`config.mk`:
```
export PLATFORM = sky130hd
export DESIGN_NAME = seg_digit_scanner
export DESIGN_NICKNAME = d
export VERILOG_FILES = /design/src/rtl/seg_digit_scanner.sv
export SDC_FILE = /design/constraint.sdc
export NUM_CORES = 1
export LEC_CHECK = 0
export BUFFER_PORTS_ARGS = -buffer_cell sky130_fd_sc_hd__buf_2
export CAP_MARGIN = 20
export CORE_MARGIN = 1.5
export CORE_UTILIZATION = 30
export CTS_CLUSTER_DIAMETER = 120
export DETAILED_ROUTE_END_ITERATION = 6
export HOLD_SLACK_MARGIN = 0.1
export MAX_ROUTING_LAYER = met4
export SLEW_MARGIN = 10
export SYNTH_ARGS = -nofsm -noshare
export SYNTH_HDL_FRONTEND = slang
export SYNTH_SLANG_ARGS = --single-unit
```
`constraint.sdc`:
```
create_clock -name clk -period 2.36 [get_ports clk]
set_clock_uncertainty 0.15 [all_clocks]
set_input_delay 0 -clock clk [delete_from_list [all_inputs] [get_ports clk]]
set_output_delay 0 -clock clk [all_outputs]
set_load 0.02 [all_outputs]
```
`src/rtl/seg_digit_scanner.sv`:
```
// Four-digit multiplexed BCD display scanner with a frame-synchronous double-buffered digit register.
// Optional macro LEAD_ZERO_BLANK_EN blanks leading zero digits (digit0 always lit).
module seg_digit_scanner #(
  parameter int REFRESH_DIV = 50000,
  parameter int DIV_W       = 20
) (
  input  logic        clk,
  input  logic        rst,
  input  logic        load,
  input  logic [15:0] digits_in,
  input  logic        enable,
  output logic [3:0]  bcd_out,
  output logic [1:0]  digit_sel,
  output logic [3:0]  an,
  output logic        tick,
  output logic        err
);

  localparam logic [DIV_W-1:0] TC = DIV_W'(REFRESH_DIV - 1);

  logic [DIV_W-1:0] presc_q, presc_d;
  logic [1:0]       sel_q, sel_d;
  logic [15:0]      disp_q, disp_d;
  logic [15:0]      shadow_q, shadow_d;
  logic             pend_q, pend_d;
  logic             tick_q, tick_d;
  logic             err_q, err_d;
  logic [3:0]       bcd_q, bcd_d;
  logic [3:0]       an_q, an_d;
  logic             adv_s;
  logic             frame_s;
  logic [3:0]       blank_s;

  function automatic logic has_non_bcd(input logic [15:0] v);
    logic bad;
    bad = 1'b0;
    for (int i = 0; i < 4; i++) begin
      if (v[i*4 +: 4] > 4'd9) begin
        bad = 1'b1;
      end else begin
        bad = bad;
      end
    end
    return bad;
  endfunction

  function automatic logic [3:0] nibble_at(input logic [15:0] v, input logic [1:0] idx);
    logic [3:0] n;
    case (idx)
      2'd0:    n = v[3:0];
      2'd1:    n = v[7:4];
      2'd2:    n = v[11:8];
      2'd3:    n = v[15:12];
      default: n = 4'h0;
    endcase
    return n;
  endfunction

  // Leading-zero mask: a digit is blanked only if it and every digit above it is zero.
  function automatic logic [3:0] lead_blank(input logic [15:0] v);
    logic [3:0] m;
    m    = 4'b0000;
    m[3] = (v[15:12] == 4'h0);
    m[2] = m[3] && (v[11:8] == 4'h0);
    m[1] = m[2] && (v[7:4] == 4'h0);
    m[0] = 1'b0;
    return m;
  endfunction

  // Next-state logic for prescaler, digit index, buffers and registered outputs.
  always_comb begin
    presc_d  = presc_q;
    sel_d    = sel_q;
    disp_d   = disp_q;
    shadow_d = shadow_q;
    pend_d   = pend_q;
    tick_d   = 1'b0;
    err_d    = err_q;
    bcd_d    = bcd_q;
    an_d     = an_q;
    blank_s  = 4'b0000;

    adv_s   = enable && (presc_q == TC);
    frame_s = adv_s && (sel_q == 2'd3);

    if (enable) begin
      presc_d = adv_s ? '0 : (presc_q + DIV_W'(1));
    end else begin
      presc_d = presc_q;
    end

    if (adv_s) begin
      sel_d  = sel_q + 2'd1;
      tick_d = 1'b1;
    end else begin
      sel_d  = sel_q;
      tick_d = 1'b0;
    end

    // New digits only take effect on a frame boundary so a frame is never mixed.
    if (frame_s) begin
      if (load) begin
        disp_d   = digits_in;
        shadow_d = digits_in;
      end else if (pend_q) begin
        disp_d = shadow_q;
      end else begin
        disp_d = disp_q;
      end
      pend_d = 1'b0;
    end else if (load) begin
      shadow_d = digits_in;
      pend_d   = 1'b1;
    end else begin
      shadow_d = shadow_q;
      pend_d   = pend_q;
    end

    if (load) begin
      err_d = err_q | has_non_bcd(digits_in);
    end else begin
      err_d = err_q;
    end

`ifdef LEAD_ZERO_BLANK_EN
    blank_s = lead_blank(disp_d);
`else
    blank_s = 4'b0000;
`endif

    bcd_d = nibble_at(disp_d, sel_d);
    if (enable) begin
      an_d = ~(4'b0001 << sel_d) | blank_s;
    end else begin
      an_d = 4'b1111;
    end
  end

  // State and output registers with asynchronous reset.
  always_ff @(posedge clk or posedge rst) begin
    if (rst) begin
      presc_q  <= '0;
      sel_q    <= 2'd0;
      disp_q   <= 16'h0000;
      shadow_q <= 16'h0000;
      pend_q   <= 1'b0;
      tick_q   <= 1'b0;
      err_q    <= 1'b0;
      bcd_q    <= 4'h0;
      an_q     <= 4'b1111;
    end else begin
      presc_q  <= presc_d;
      sel_q    <= sel_d;
      disp_q   <= disp_d;
      shadow_q <= shadow_d;
      pend_q   <= pend_d;
      tick_q   <= tick_d;
      err_q    <= err_d;
      bcd_q    <= bcd_d;
      an_q     <= an_d;
    end
  end

  assign bcd_out   = bcd_q;
  assign digit_sel = sel_q;
  assign an        = an_q;
  assign tick      = tick_q;
  assign err       = err_q;

endmodule

```
==> run metrics, run 1 <==
total CTS buffers 9; Tmin final 2.29 ns; Crit path max-delay family simple AND/OR/NAND/NOR gates; vias per inst 4.63; RSZ-0062 raised after global routing true; Flop pwr share 0.455; Lkg Pwr 1.87 nW; # DRC 0; WL/cell 13.8 µm; fill count 878; sequential-to-total area share from yosys stat 0.560; synthesized instance count 247; Clock Root Buffer clkbuf_8; slowest stage delay, CP 0.46 ns; vias in the first global route 2275; max-cap violations 0; CTS Sinks 65; FMAX 436 MHz; HP Class in -> async; crit path launch type register; internal power 2.07 mW; Port Buf Inserts 31; R2R cell count 6; critical-path cell list nor4_4 -> nand4_4 -> or3_4 -> mux2_4 -> a21o_1 -> o22a_1; 1st-pass router iterations 4; largest net degree at the start of global routing 30; IO Pins 32; final WL 6630 µm; syn_area_per_cell 11.8 µm²; final worst path period share 0.971; Power Dens Cells 674 nW/µm²; Diodes inserted 0; antenna viol nets, final 0; clock slew at reported path FFs 0.08 ns; post-layout power 2.72 mW; Net Sw Frac 0.238; worst-skew pair later-pin latency 0.34 ns; GRT Total Usage 0.145; initial antenna violation count 0; crit path kind reg -> reg; Slew Viols, Final 0; fin nets 367; pre-CTS WS -0.0443 ns; DP Wirelength 4580 µm; worst-path cell with the longest stage delay or3_4; Longest Clk Path Bufs 2; CP bufs+invs 0; actual slew at the worst max-slew pin 0.593 ns; DRT iter0 DRCs 76; setup_tns 0 ns; Placed Cells 432; via count 2219; FF+latch count, synth 65; Die Ht 102 µm; Critical Path End Type register; Psw 648 µW; library cells used by synthesis 42; H-tree levels 3; Setup-failing EPs final 0; Worst Path Max Fanout 8; Syn-to-layout area delta 38.6%; Worst path depth 6; Row Count 35; Finished Layout Cells 479; syn_nets 269; Clk network pwr share 0.425; final hold vios 0; Max transition margin 0.604; Initial Util 0.312; ratio of cells with drive above 1 in the final layout 0.357; worst-case vdd ir drop 0.000289 V; gp weighted congestion 0.759; die width 102 µm; crit path DAT 2.38 ns; total grt overflow 0; core region area 9330 µm²; post-route worst setup slack 0.0687 ns; CTS tree built; outcome finished, final reports clean; die area 10300 µm²; global-route wire length before repair 11000 µm; Mapped Area 2910 µm²; combinational power share 0.121; total number of yosys warnings 0; CP required 2.45 ns
## metal layers
layer  track usage  up-vias  part of all wire
li1              -     1094                 -
met1         0.192     1063              0.48
met2         0.211       51              0.45
met3        0.0255       11             0.041
met4        0.0769        0             0.024
met5             -        -                 0
## Yosys cell counts, drive strengths merged
library cell / count / area share
o221a: 1 / 0.0039
nor4: 3 / 0.017
a22o: 1 / 0.0030
a22oi: 2 / 0.0052
nor4b: 1 / 0.0082
nand3: 12 / 0.021
a41oi: 1 / 0.0030
o21ai: 11 / 0.019
dfrtp: 61 / 0.52
a21o: 5 / 0.013
a211o: 2 / 0.0060
dfstp: 4 / 0.036
mux2: 21 / 0.085
or3: 1 / 0.0021
a211oi: 4 / 0.010
a21oi: 10 / 0.017
ha: 2 / 0.0086
nand2: 15 / 0.019
xnor2: 11 / 0.033
and2: 1 / 0.0021
buf: 2 / 0.0052
and3: 2 / 0.0043
o31ai: 1 / 0.0026
nand4: 6 / 0.018
or2: 3 / 0.0064
nor2: 17 / 0.024
o22a: 2 / 0.0060
o22ai: 13 / 0.028
and4: 4 / 0.012
nor3: 2 / 0.0034
inv: 9 / 0.012
o2111ai: 1 / 0.0030
or4: 1 / 0.0026
o211a: 1 / 0.0034
clkbuf: 6 / 0.0077
xor2: 6 / 0.018
mux2i: 2 / 0.0069
## power groups by stage
stage,logic (mW),clock network (mW),registers (mW)
after CTS,0.322,1.18,1.24
after detailed placement,0.276,0,1.26
after global routing,0.366,1.23,1.24
after global placement,0.271,0,1.25
final,0.328,1.16,1.24
after floorplan,0.151,0,1.26
## cell families after synthesis
group / share of synthesized area
and+or+nand+nor: 0.140
DFF: 0.560
AOI/OAI and AO/OA: 0.123
muxes: 0.0919
xor gates and xnor gates: 0.0511
buffers and inverters: 0.0245
adders and majority gates: 0.00859
## through the flow
stage	util	hold slack [ns]	area, µm²
3_5_place_dp	0.369	-0.0413	3440
2_1_floorplan	-	-0.0290	2920
5_1_grt	0.433	0.191	4040
4_1_cts	0.426	0.132	3970
6_report	0.433	0.119	4040
3_3_place_gp	0.369	-0.0409	3440
## final timing paths
check	startpoint	endpoint	slack, ns
max	presc_q[4]$_DFFE_PP0P_	bcd_out[2]$_DFF_PP0_	0.07
min	rst	presc_q[6]$_DFFE_PP0P_	0.12
max reg2reg	presc_q[4]$_DFFE_PP0P_	bcd_out[2]$_DFF_PP0_	0.07
min reg2reg	err$_DFFE_PP0P_	err$_DFFE_PP0P_	0.31
max in group asynchronous	rst	disp_q[0]$_DFF_PP0_	1.23
min in group clk	digits_in[4]	shadow_q[4]$_DFFE_PP0P_	0.30
## registers in the layout (all words and copies together), names as in the netlist
signal,cells
an,4
pend_q,1
shadow_q,16
presc_q,20
digit_sel,2
bcd_out,4
disp_q,16
err,1
tick,1
## cells in the final DEF (no fill, tap or decap), types with 2 or more instances in the layout
master and instances:
dfrtp_1 61, mux2_4 3, a21o_1 5, nor2_1 16, o21ai_0 11, dfstp_2 4, inv_2 2, o22a_1 2
dlygate4sd3_1 28, o22ai_1 13, a211o_1 2, nand4_1 5, or2_2 3, xnor2_1 11, clkbuf_8 9, a211oi_1 3
mux2_2 18, buf_4 34, and3_1 2, nand3_1 11, bufinv_16 3, nor4_4 2, ha_1 2, and4_1 4
inv_1 7, buf_6 2, a21oi_1 9, clkinv_4 3, nand2_1 15, nor3_1 2, xor2_1 6, buf_2 31
## layout make-up
type | instances | area (µm²) | area share
tap | 129 | 161 | 0.0400
inverter | 9 | 33.8 | 0.00837
timing repair buffer | 95 | 713 | 0.177
clock buffer | 10 | 128 | 0.0316
sequential | 65 | 1630 | 0.404
multi-input combinational | 165 | 1250 | 0.310
clock inverter | 6 | 116 | 0.0288
## worst register-to-register path, cell delays in order, from the launching register on
cell     delay [ns]
dfrtp_1        0.42
nor4_4         0.35
nand4_4        0.13
or3_4          0.46
mux2_4         0.33
a21o_1         0.17
o22a_1         0.18
## repair_timing
item	4_1_cts	5_1_grt
buffers inserted	0	2
pin swaps	0	3
cloned	0	1
setup endpoints to repair	3	4
hold buffers	28	0
endpoints found under the hold margin	88	0
gates resized for setup	1	10
Note: power is estimated with default switching activity, not from simulation.
==> run 2, diff against run 1 <==
- CELL_PAD_IN_SITES_DETAIL_PLACEMENT: not set -> 0
- CELL_PAD_IN_SITES_GLOBAL_PLACEMENT: not set -> 1
- PLACE_DENSITY_LB_ADDON: not set -> 0.1
==> run 2 against run 1 <==
Combinational power decreased by 4%. Largest cell class unchanged. Worst hold slack got worse by 0.035 ns. Clock power is 15% lower. Power decreased by 6.7%. Final cell count is 0.21% lower. Utilization decreased by 0.48 points. Largest power group unchanged. Setup slack lost 0.027 ns. Wire length grew 3.5%. Sequential cell count unchanged.
==> run metrics, run 2 (synthesized netlist as in run 1, its figures left out) <==
outcome finished, final reports clean; CP required 2.44 ns; commonest non-fill, non-tap cell in the layout dfrtp_1; Reg-to-Reg Start presc_q[7]$_DFFE_PP0P_; DRT iter0 DRCs 96; # DRC 0; global-route wire length before repair 11200 µm; CP Launch Point presc_q[7]$_DFFE_PP0P_; final hold vios 0; Initial Util 0.312; antenna viol nets, final 0; Biggest register presc_q; hold slack final 0.0844 ns; ratio of cells with drive above 1 in the final layout 0.387; crit path kind reg -> reg; total CTS buffers 9; HP Class in -> async; Die Ht 102 µm; FMAX 431 MHz; final worst path period share 0.982; via count 2248; R2R Setup Slk 0.04 ns; crit path launch type register; GRT Total Usage 0.149; Lkg Pwr 1.86 nW; RSZ-0062 raised after global routing true; actual slew at the worst max-slew pin 0.518 ns; die width 102 µm; vias in the first global route 2215; CTS tree built; worst-skew pair later-pin latency 0.34 ns; Max transition margin 0.654; vias per inst 4.70; post-route worst setup slack 0.0420 ns; max reg flops 20; Longest Clk Path Bufs 2; die area 10300 µm²; Worst Path Max Fanout 8; most frequent cells in the layout dfrtp_1, buf_4, buf_2; IO Pins 32; core region area 9330 µm²; max-cap violations 0; Regs by FF count presc_q x20, disp_q x16, shadow_q x16; Diodes inserted 0; gp weighted congestion 0.742; WL/cell 14.4 µm; Syn-to-layout area delta 37.0%; initial antenna violation count 0; final WL 6870 µm; R2R cell count 7; 1st-pass router iterations 4; crit path DAT 2.40 ns; clock slew at reported path FFs 0.07 ns; DP Wirelength 4920 µm; Clock Root Buffer clkbuf_8; Setup-failing EPs final 0; FF-to-FF End bcd_out[2]$_DFF_PP0_; pre-CTS WS 0.0395 ns; CTS Sinks 65; Tmin final 2.32 ns; Power Dens Cells 636 nW/µm²; total grt overflow 0; H-tree levels 3; Slew Viols, Final 0; Critical Path End Type register; fill count 927; largest net degree at the start of global routing 27; Row Count 35; worst-case vdd ir drop 0.000202 V; Port Buf Inserts 31; fin nets 366
## run 2: cell count changes in the layout (fill, tap and decap cells not counted), sizes merged
| cell | change |
|---|---|
| bufinv | -2 |
| buf | +6 |
| clkbuf | +4 |
| clkinv | -2 |
| dlygate4sd3 | -7 |
## run 2: layout make-up
cell class,instances,area (µm²),share of cell area
Sequential cell,65,1630,0.409
Multi-Input combinational cell,165,1260,0.316
Timing Repair Buffer,94,696,0.174
Clock buffer,14,173,0.0433
Tap cell,129,161,0.0404
Clock inverter,2,35.0,0.00878
Inverter,9,33.8,0.00846
## run 2: how the worst max path moves through the flow
stage | end | slack, ns | cells past startpoint
2_1_floorplan | bcd_out[0]$_DFF_PP0_ | 0.04 | 7
3_3_place_gp | bcd_out[2]$_DFF_PP0_ | 0.06 | 7
3_5_place_dp | bcd_out[2]$_DFF_PP0_ | 0.04 | 8
4_1_cts | bcd_out[2]$_DFF_PP0_ | 0.02 | 8
5_1_grt | bcd_out[0]$_DFF_PP0_ | -0.07 | 7
6_report | bcd_out[2]$_DFF_PP0_ | 0.04 | 7
## run 2: through the flow
| step | instance area [µm²] | utilization | total power, mW | setup TNS (ns) | instances |
|---|---|---|---|---|---|
| detailed placement | 3500 | 0.376 | 1.55 | 0 | 440 |
| CTS | 3920 | 0.420 | 2.58 | 0 | 477 |
| floorplan | 2920 | - | 1.41 | 0 | 247 |
| global placement | 3500 | 0.376 | 1.54 | 0 | 440 |
| global route | 3990 | 0.428 | 2.67 | -0.178 | 478 |
| finish | 3990 | 0.428 | 2.54 | 0 | 478 |
## run 2: critical path: stages, from the launching register on
cell     delay [ns]
dfrtp_1        0.41
nor4b_4        0.36
nand4_4        0.12
or3_1          0.34
buf_6          0.16
mux2_4         0.30
a21o_1         0.17
o22a_1         0.18
## run 2: repair_timing
action	in CTS	in global routing
hold buffers	21	0
resized for setup	0	17
setup endpoints to repair	0	4
endpoints found under the hold margin	105	0
buffers inserted	0	1
## run 2: report_power, final
part	internal, mW	switching, mW	leakage [nW]
Sequential	1.19	0.0504	0.833
Combinational	0.165	0.149	0.922
Clock	0.574	0.413	0.107
## run 2: layer usage
metal | GRT usage | up-vias | wire (µm)
met1 | 0.202 | 1105 | 3480
li1 | - | 1091 | -
met3 | 0.0393 | 6 | 268
met4 | 0.0513 | 0 | 62
met5 | - | - | 0
met2 | 0.216 | 46 | 3050
